$ cat src/rtl/ni_output_arbiter_if.sv
// Requester, injection and status bundle between the NI output arbiter and its neighbours.
`ifndef ROUTER_WIDTH
`define ROUTER_WIDTH 32
`endif

interface ni_output_arbiter_if #(
  parameter int unsigned CW = 3
);
  logic                     rd_valid;
  logic [`ROUTER_WIDTH-1:0] rd_flit;
  logic                     rd_ready;
  logic                     act_valid;
  logic [`ROUTER_WIDTH-1:0] act_flit;
  logic                     act_ready;
  logic                     fin_valid;
  logic [`ROUTER_WIDTH-1:0] fin_flit;
  logic                     fin_ready;
  logic                     downstream_credit;
  logic                     out_data_valid;
  logic [`ROUTER_WIDTH-1:0] out_data;
  logic [CW-1:0]            credit_cnt;
  logic                     fin_done;
  logic                     credit_err;

  // Arbiter side
  modport slave (
    input  rd_valid, rd_flit, act_valid, act_flit, fin_valid, fin_flit, downstream_credit,
    output rd_ready, act_ready, fin_ready, out_data_valid, out_data, credit_cnt,
    output fin_done, credit_err
  );

  // Requester / router side
  modport master (
    output rd_valid, rd_flit, act_valid, act_flit, fin_valid, fin_flit, downstream_credit,
    input  rd_ready, act_ready, fin_ready, out_data_valid, out_data, credit_cnt,
    input  fin_done, credit_err
  );
endinterface

$ cat src/rtl/ni_output_arbiter.sv
// Credit-based arbiter injecting read-response, activation and finish flits into the router.
`ifndef ROUTER_WIDTH
`define ROUTER_WIDTH 32
`endif

module ni_output_arbiter #(
  parameter int unsigned CREDIT_DEPTH = 4,
  parameter int unsigned CW           = 3
) (
  input  logic                 clk,
  input  logic                 rst,
  ni_output_arbiter_if.slave   bus
);
  localparam int unsigned FW = `ROUTER_WIDTH;
  localparam logic [CW-1:0] FULL = CW'(CREDIT_DEPTH);

  typedef enum logic {RUN = 1'b0, FIN_WAIT = 1'b1} state_e;

  state_e          state_q, state_d;
  logic            rr_q, rr_d;
  logic [CW-1:0]   credit_q, credit_d;
  logic            out_valid_q, out_valid_d;
  logic [FW-1:0]   out_data_q, out_data_d;
  logic            fin_done_q, fin_done_d;
  logic            credit_err_q, credit_err_d;

  logic            can_grant, rd_gnt, act_gnt, fin_gnt, any_gnt;

  // State register
  always_ff @(posedge clk or posedge rst) begin
    if (rst) state_q <= RUN;
    else     state_q <= state_d;
  end

  // Next-state logic
  always_comb begin
    state_d = state_q;
    case (state_q)
      RUN:      if (fin_gnt) state_d = FIN_WAIT;
      FIN_WAIT: if (credit_d == FULL) state_d = RUN;
      default:  state_d = RUN;
    endcase
  end

  // Grants, credit accounting and injection datapath
  always_comb begin
    can_grant    = !rst && (state_q == RUN) && (credit_q != '0);
    rd_gnt       = can_grant && bus.rd_valid && (!bus.act_valid || !rr_q);
    act_gnt      = can_grant && bus.act_valid && (!bus.rd_valid || rr_q);
    fin_gnt      = can_grant && bus.fin_valid && !bus.rd_valid && !bus.act_valid;
    any_gnt      = rd_gnt || act_gnt || fin_gnt;

    rr_d         = rr_q;
    credit_d     = credit_q;
    credit_err_d = credit_err_q;
    out_valid_d  = any_gnt;
    out_data_d   = '0;

    if (rd_gnt) begin
      rr_d       = 1'b1;
      out_data_d = bus.rd_flit;
    end else if (act_gnt) begin
      rr_d       = 1'b0;
      out_data_d = bus.act_flit;
    end else if (fin_gnt) begin
      out_data_d = bus.fin_flit;
    end

    // Simultaneous grant and returned credit cancel out
    if (any_gnt && !bus.downstream_credit) begin
      credit_d = credit_q - CW'(1);
    end else if (!any_gnt && bus.downstream_credit) begin
      if (credit_q == FULL) credit_err_d = 1'b1;
      else                  credit_d     = credit_q + CW'(1);
    end

    fin_done_d = (state_q == FIN_WAIT) && (credit_d == FULL);
  end

  always_ff @(posedge clk or posedge rst) begin
    if (rst) begin
      rr_q         <= 1'b0;
      credit_q     <= FULL;
      out_valid_q  <= 1'b0;
      out_data_q   <= '0;
      fin_done_q   <= 1'b0;
      credit_err_q <= 1'b0;
    end else begin
      rr_q         <= rr_d;
      credit_q     <= credit_d;
      out_valid_q  <= out_valid_d;
      out_data_q   <= out_data_d;
      fin_done_q   <= fin_done_d;
      credit_err_q <= credit_err_d;
    end
  end

  assign bus.rd_ready       = rd_gnt;
  assign bus.act_ready      = act_gnt;
  assign bus.fin_ready      = fin_gnt;
  assign bus.out_data_valid = out_valid_q;
  assign bus.out_data       = out_data_q;
  assign bus.credit_cnt     = credit_q;
  assign bus.fin_done       = fin_done_q;
  assign bus.credit_err     = credit_err_q;
endmodule
$ cat src/flat_wrapper.sv
// flat-port wrapper written by rule: the top's interface ports become plain ports
module ni_output_arbiter_flat 
#(
  parameter int unsigned CREDIT_DEPTH = 4,
  parameter int unsigned CW           = 3
)
  (clk, rst, bus_rd_valid, bus_rd_flit, bus_act_valid, bus_act_flit, bus_fin_valid, bus_fin_flit, bus_downstream_credit, bus_rd_ready, bus_act_ready, bus_fin_ready, bus_out_data_valid, bus_out_data, bus_credit_cnt, bus_fin_done, bus_credit_err);
  ni_output_arbiter_if #(.CW(CW)) bus_i ();
  input  logic clk;
  input  logic rst;
  input wire logic [$bits(bus_i.rd_valid)-1:0] bus_rd_valid;
  input wire logic [$bits(bus_i.rd_flit)-1:0] bus_rd_flit;
  input wire logic [$bits(bus_i.act_valid)-1:0] bus_act_valid;
  input wire logic [$bits(bus_i.act_flit)-1:0] bus_act_flit;
  input wire logic [$bits(bus_i.fin_valid)-1:0] bus_fin_valid;
  input wire logic [$bits(bus_i.fin_flit)-1:0] bus_fin_flit;
  input wire logic [$bits(bus_i.downstream_credit)-1:0] bus_downstream_credit;
  output wire logic [$bits(bus_i.rd_ready)-1:0] bus_rd_ready;
  output wire logic [$bits(bus_i.act_ready)-1:0] bus_act_ready;
  output wire logic [$bits(bus_i.fin_ready)-1:0] bus_fin_ready;
  output wire logic [$bits(bus_i.out_data_valid)-1:0] bus_out_data_valid;
  output wire logic [$bits(bus_i.out_data)-1:0] bus_out_data;
  output wire logic [$bits(bus_i.credit_cnt)-1:0] bus_credit_cnt;
  output wire logic [$bits(bus_i.fin_done)-1:0] bus_fin_done;
  output wire logic [$bits(bus_i.credit_err)-1:0] bus_credit_err;
  assign bus_i.rd_valid = bus_rd_valid;
  assign bus_i.rd_flit = bus_rd_flit;
  assign bus_i.act_valid = bus_act_valid;
  assign bus_i.act_flit = bus_act_flit;
  assign bus_i.fin_valid = bus_fin_valid;
  assign bus_i.fin_flit = bus_fin_flit;
  assign bus_i.downstream_credit = bus_downstream_credit;
  assign bus_rd_ready = bus_i.rd_ready;
  assign bus_act_ready = bus_i.act_ready;
  assign bus_fin_ready = bus_i.fin_ready;
  assign bus_out_data_valid = bus_i.out_data_valid;
  assign bus_out_data = bus_i.out_data;
  assign bus_credit_cnt = bus_i.credit_cnt;
  assign bus_fin_done = bus_i.fin_done;
  assign bus_credit_err = bus_i.credit_err;
  ni_output_arbiter #(.CREDIT_DEPTH(CREDIT_DEPTH), .CW(CW)) u_core (.clk(clk), .rst(rst), .bus(bus_i));
endmodule
$ cat config.mk
export PLATFORM = sky130hd
export DESIGN_NAME = ni_output_arbiter_flat
export DESIGN_NICKNAME = d
export VERILOG_FILES = /design/src/rtl/ni_output_arbiter_if.sv /design/src/rtl/ni_output_arbiter.sv /design/src/flat_wrapper.sv
export SDC_FILE = /design/constraint.sdc
export NUM_CORES = 1
export LEC_CHECK = 0
export CORE_MARGIN = 5
export CORE_UTILIZATION = 37
export DETAILED_ROUTE_END_ITERATION = 8
export GPL_TIMING_DRIVEN = 1
export HOLD_SLACK_MARGIN = 0.1
export PLACE_DENSITY_LB_ADDON = 0.08
export SLEW_MARGIN = 15
export SYNTH_ARGS = -nofsm -noshare
export SYNTH_HDL_FRONTEND = slang
export SYNTH_SLANG_ARGS = --single-unit
export TNS_END_PERCENT = 5
$ cat constraint.sdc
create_clock -name clk -period 2.3 [get_ports clk]
set_clock_uncertainty 0.1 [all_clocks]
set_input_delay 0.46 -clock clk [delete_from_list [all_inputs] [get_ports clk]]
set_output_delay 0.46 -clock clk [all_outputs]
set_load 0.01 [all_outputs]
Word level (Yosys, flattened, before mapping)
Index checks and enable logic that the tools add are counted.
{ "classes": {"addsub": 2, "eq_ne": 2, "mux": 11, "bitwise": 2, "n_reduce_logical": 25} }
{ "op_table": {"columns": ["op", "count"], "rows": [
  ["2-to-1 mux 32 bit", 3],
  ["logical AND 1 bit", 12],
  ["2-to-1 mux 3 bit", 3],
  ["== test 3 bit (second input constant)", 2],
  ["logical NOT 1 bit", 6],
  ["logical OR 1 bit", 4],
  ["2-to-1 mux 1 bit", 4],
  ["adder 3 x 1 -> 3 bit (second input constant)", 1],
  ["AND reduction 3 bit", 1],
  ["nonzero test 3 bit", 1],
  ["subtractor 3 x 1 -> 3 bit (second input constant)", 1],
  ["NOT 1 bit", 2],
  ["one-hot mux 1 bit (2 select lines)", 1],
  ["nonzero test 2 bit", 1]
]} }
{ "totals": {"reg_bits": 40, "input_bits": 102, "out_inout_bits": 41, "elab_cells": 49} }

Logic depth before layout (Yosys ltp)
Gate-level depths: netlist (run 1).
{ "depth": {"ltp_word": 14, "ltp_mapped": 8, "ltp_nobuf": 7} }

Least setup slack after synthesis (run 1)
No wires, ideal clock.
{ "synth_path": {"kind": "reg-to-output", "from": "register u_core.credit_q[0] (netlist: u_core.bus.credit_cnt[0])", "to": "output bus_rd_ready", "t_arrival_ps": 1699, "t_required_ps": 1740, "setup_slack_ps": 41, "stages_incl_launch_ff": 6, "path_buffers": 1, "cell_sequence": "dfrtp_1 > inv_1 > ha_1 > nor2b_2 > a2111oi_4 > buf_6"} }
{ "synth_between": {"elab_chain_cells": 4} }
{ "synth_lines": {"columns": ["item", "line_no", "rtl"], "rows": [
  ["from (decl)", "ni_output_arbiter.sv:21", "logic [CW-1:0] credit_q, credit_d;"],
  ["from (signal assigned)", "ni_output_arbiter.sv:90", "credit_q <= credit_d;"],
  ["nonzero test 3 bit", "ni_output_arbiter.sv:47", "can_grant = !rst && (state_q == RUN) && (credit_q != '0);"],
  ["logical AND 1 bit", "ni_output_arbiter.sv:47", null],
  ["logical AND 1 bit (2 in series)", "ni_output_arbiter.sv:48", "rd_gnt = can_grant && bus.rd_valid && (!bus.act_valid || !rr_q);"],
  ["to (decl)", "flat_wrapper.sv:18", "output wire logic [$bits(bus_i.rd_ready)-1:0] bus_rd_ready;"]
]} }
No other way between the ends.

Final worst setup path (run 1)
{ "layout_path": {"from": "input rst", "to": "output bus_fin_ready"} }
{ "layout_between": {"elab_chain_cells": 6} }
{ "layout_lines": {"columns": ["item", "line_no", "rtl"], "rows": [
  ["from (decl)", "flat_wrapper.sv:10", "input logic rst;"],
  ["logical NOT 1 bit", "ni_output_arbiter.sv:47", null],
  ["logical AND 1 bit (2 in series)", "ni_output_arbiter.sv:47", null],
  ["logical AND 1 bit (3 in series)", "ni_output_arbiter.sv:50", "fin_gnt = can_grant && bus.fin_valid && !bus.rd_valid && !bus.act_valid;"],
  ["to (decl)", "flat_wrapper.sv:20", "output wire logic [$bits(bus_i.fin_ready)-1:0] bus_fin_ready;"]
]} }
No other way between the ends.

==> results of run 1 <==
final cells by class:
type                            count  area share, %
Tap cell                           75           2.39
Timing Repair Buffer              161           39.8
Clock buffer                        6           1.85
Multi-Input combinational cell    107           25.6
Inverter                           41           3.92
Clock inverter                      2          0.893
Sequential cell                    40           25.5
metal layers:
metal  track usage (%)  vias to the layer above  wire length (um)
met5                 0                        -                 0
met4              4.26                        0                59
met3              7.91                        6               830
met2              30.5                       88              3430
met1              19.0                      980              2520
li1                  -                     1007                 -
worst max-delay path by stage:
stage                     to  slack, ps                     start
2_1_floorplan   bus_rd_ready         40  u_core.bus.credit_cnt[0]
3_3_place_gp    bus_rd_ready       -360                       rst
3_5_place_dp    bus_rd_ready       -400                       rst
4_1_cts        bus_act_ready         20  u_core.bus.credit_cnt[0]
5_1_grt        bus_fin_ready         -1                       rst
6_report       bus_fin_ready         80                       rst
report_power, final:
part           leakage, nW  switching [mW]  internal (mW)
Sequential           0.530          0.0681          0.869
Combinational         1.13           0.644          0.800
Clock               0.0552           0.252          0.322
timing repair:
action | 4_1_cts | 5_1_grt
resized for setup | 11 | 2
pin swaps | 0 | 1
setup endpoints to repair | 3 | 3
placed cells by master, fill, tap and decap left out, drive strengths merged, types with 2 or more instances in the layout:
cell | netlist | layout
a22oi | 32 | 32
buf | 10 | 21
clkbuf | 3 | 7
clkdlybuf4s50 | 0 | 139
clkinv | 0 | 2
dfrtp | 39 | 39
ha | 3 | 3
inv | 41 | 40
mux2i | 3 | 3
nand2b | 2 | 2
nand3 | 3 | 3
nand4 | 2 | 2
nor2 | 3 | 3
nor2b | 2 | 2
nor3 | 2 | 2
o211ai | 2 | 2
o21ai | 34 | 34
o311ai | 2 | 2
xnor2 | 2 | 2
worst max-delay path, delay by kind of cell:
| family | cells | cell delay, ps |
|---|---|---|
| buffers and inverters | 4 | 750 |
| and+or+nand+nor | 3 | 450 |
state kept, by name, indices dropped and copies added, names as in the netlist:
name and cells:
u_core.bus.credit_err 1, u_core.bus.out_data_valid 1, u_core.bus.fin_done 1, u_core.rr_q 1, u_core.bus.credit_cnt 3, u_core.state_q 1, u_core.bus.out_data 32
through the flow:
step	utilization [%]	hold slack, ps	instances	power [mW]	TNS [ps]
finish	66.3	365	432	2.96	0
global route	66.3	399	432	3.13	-1.35
CTS	66.4	372	432	2.98	0
detailed placement	64.6	357	424	2.40	-7580
global placement	64.6	350	424	2.38	-6050
floorplan	-	403	201	1.67	0
kinds of logic (layout without fill, tap and decap cells):
| family | Yosys count | in the layout | share of synthesized area [%] |
|---|---|---|---|
| XOR/XNOR | 2 | 2 | 0.773 |
| adder cells (fa/ha/maj) | 3 | 3 | 1.66 |
| multiplexers | 4 | 4 | 1.82 |
| buffers and inverters | 54 | 210 | 11.9 |
| flip-flops | 40 | 40 | 44.2 |
| AO/OA/AOI/OAI | 79 | 79 | 34.5 |
| AND/OR/NAND/NOR | 19 | 19 | 5.14 |
==> run metrics, run 1 <==
status finished, final reports clean; # IOs 143; Routed WL per cell 15.8 um; TritonCTS clock tree built; cell breakdown of the critical path clkdlybuf4s50_1 > or2_4 > buf_4 > nor2_2 > nand3_2 > inv_1 > buf_2; Synth top cells by count inv_1 (40), dfrtp_1 (39), a22oi_2 (28), o21ai_2 (28), buf_6 (5); CP Class in2out; synthesized instance count 201; share of layout cells above drive strength 1 26.6%; Die ar. 7790 um^2; Worst slew margin 64.0%; Post-synth top flop dfrtp_1; Reg2Reg Depth 7; Pleak 1.72 nW; Chip Width 88.3 um; hold path depth 1; most common cell in the netlist inv_1; measured slew at the worst slew-check pin 541 ps; maximum fanout along the worst path 4; Yosys warnings 0; Finished Cell Area 3930 um^2; CTS Buf Count 5; ranking of synthesized cells by area dfrtp_1 (43%), a22oi_2 (15%), o21ai_2 (11%), inv_1 (6.6%), buf_6 (2.5%); first-pass GRT wire length 10.3 mm; ANT nets after route 0; vias in the first global route 2,143; CP Data Required Time 1740 ps; Hold Crit Class reg2reg; DR DRC count 0; H-tree Lvls 2; post-place setup slack -397 ps; pin count of the biggest net entering global routing 41; setup violators final 0; Hold Crit Start u_core.bus.credit_err; setup slack, reg-to-reg 150 ps; Port Buffers 142; drt total wl 6.84 mm; Worst-Skew Late Latency 290 ps; Final period util 96.6%; initial DRC count 87; worst path arrival time 1660 ps; Largest stage delay, worst path 430 ps; Register Area 1000 um^2; nets 461; ant diodes 0; die height 88.3 um; post-DP HPWL 5.22 mm; TritonRoute pass-1 iters 4; Synth top area share 43.1%; GR Util All Layers 17.3%; Avg Inst Size Synth 11.3 um^2; initial core utilization 38.3%; total clock sinks 40; post-CTS setup buffers 0; area leader, netlist dfrtp_1; Hold-fix buffers, CTS 0; Post-Syn Area 2270 um^2; Routability Congestion 0.823; CTS max path bufs 2; RR Startpoint u_core.bus.credit_cnt[0]; Final Max Tran Viols 0; Seq cells post-synth 40; Unique masters post-synth 42; Area growth, synth to finish 73.2%; type of origin of the critical path primary input; worst vdd ir 611 uV; RSZ-0062 raised after global routing true; EDFF count, synth 0; footprint of the multi-input gates 1010 um^2; fillers 487; cell row count 28; Hold EP u_core.bus.credit_err; highest clock rate 450 MHz; syn nets 306; Reg-to-Reg End u_core.bus.out_data[27]; Vias 2,081; Fin. Hold Viols 0; Worst Slack Setup Final 77.6 ps; nature of the critical path endpoint primary output; Max Cap Viol 0; CP max-delay cell clkdlybuf4s50_1; core area 5920 um^2; Tmin final 2220 ps; Via density 4.82; register area share after synthesis 44.2%; clock root cell clkbuf_8; ys async rst share 100%; DP Area 3830 um^2; initial antenna violation count 0; Reg clk slew, reported paths 80 ps; Power Density 753 nW/um^2; grt total ovfl 0
Power figures use the tool's default switching activity.
==> run 2, diff against run 1 <==
Settings changed: CAP_MARGIN set to 20, SLEW_MARGIN 15 to 40.
==> results of run 2 <==
Final layout, timing and power as in run 1 (identical DEF).
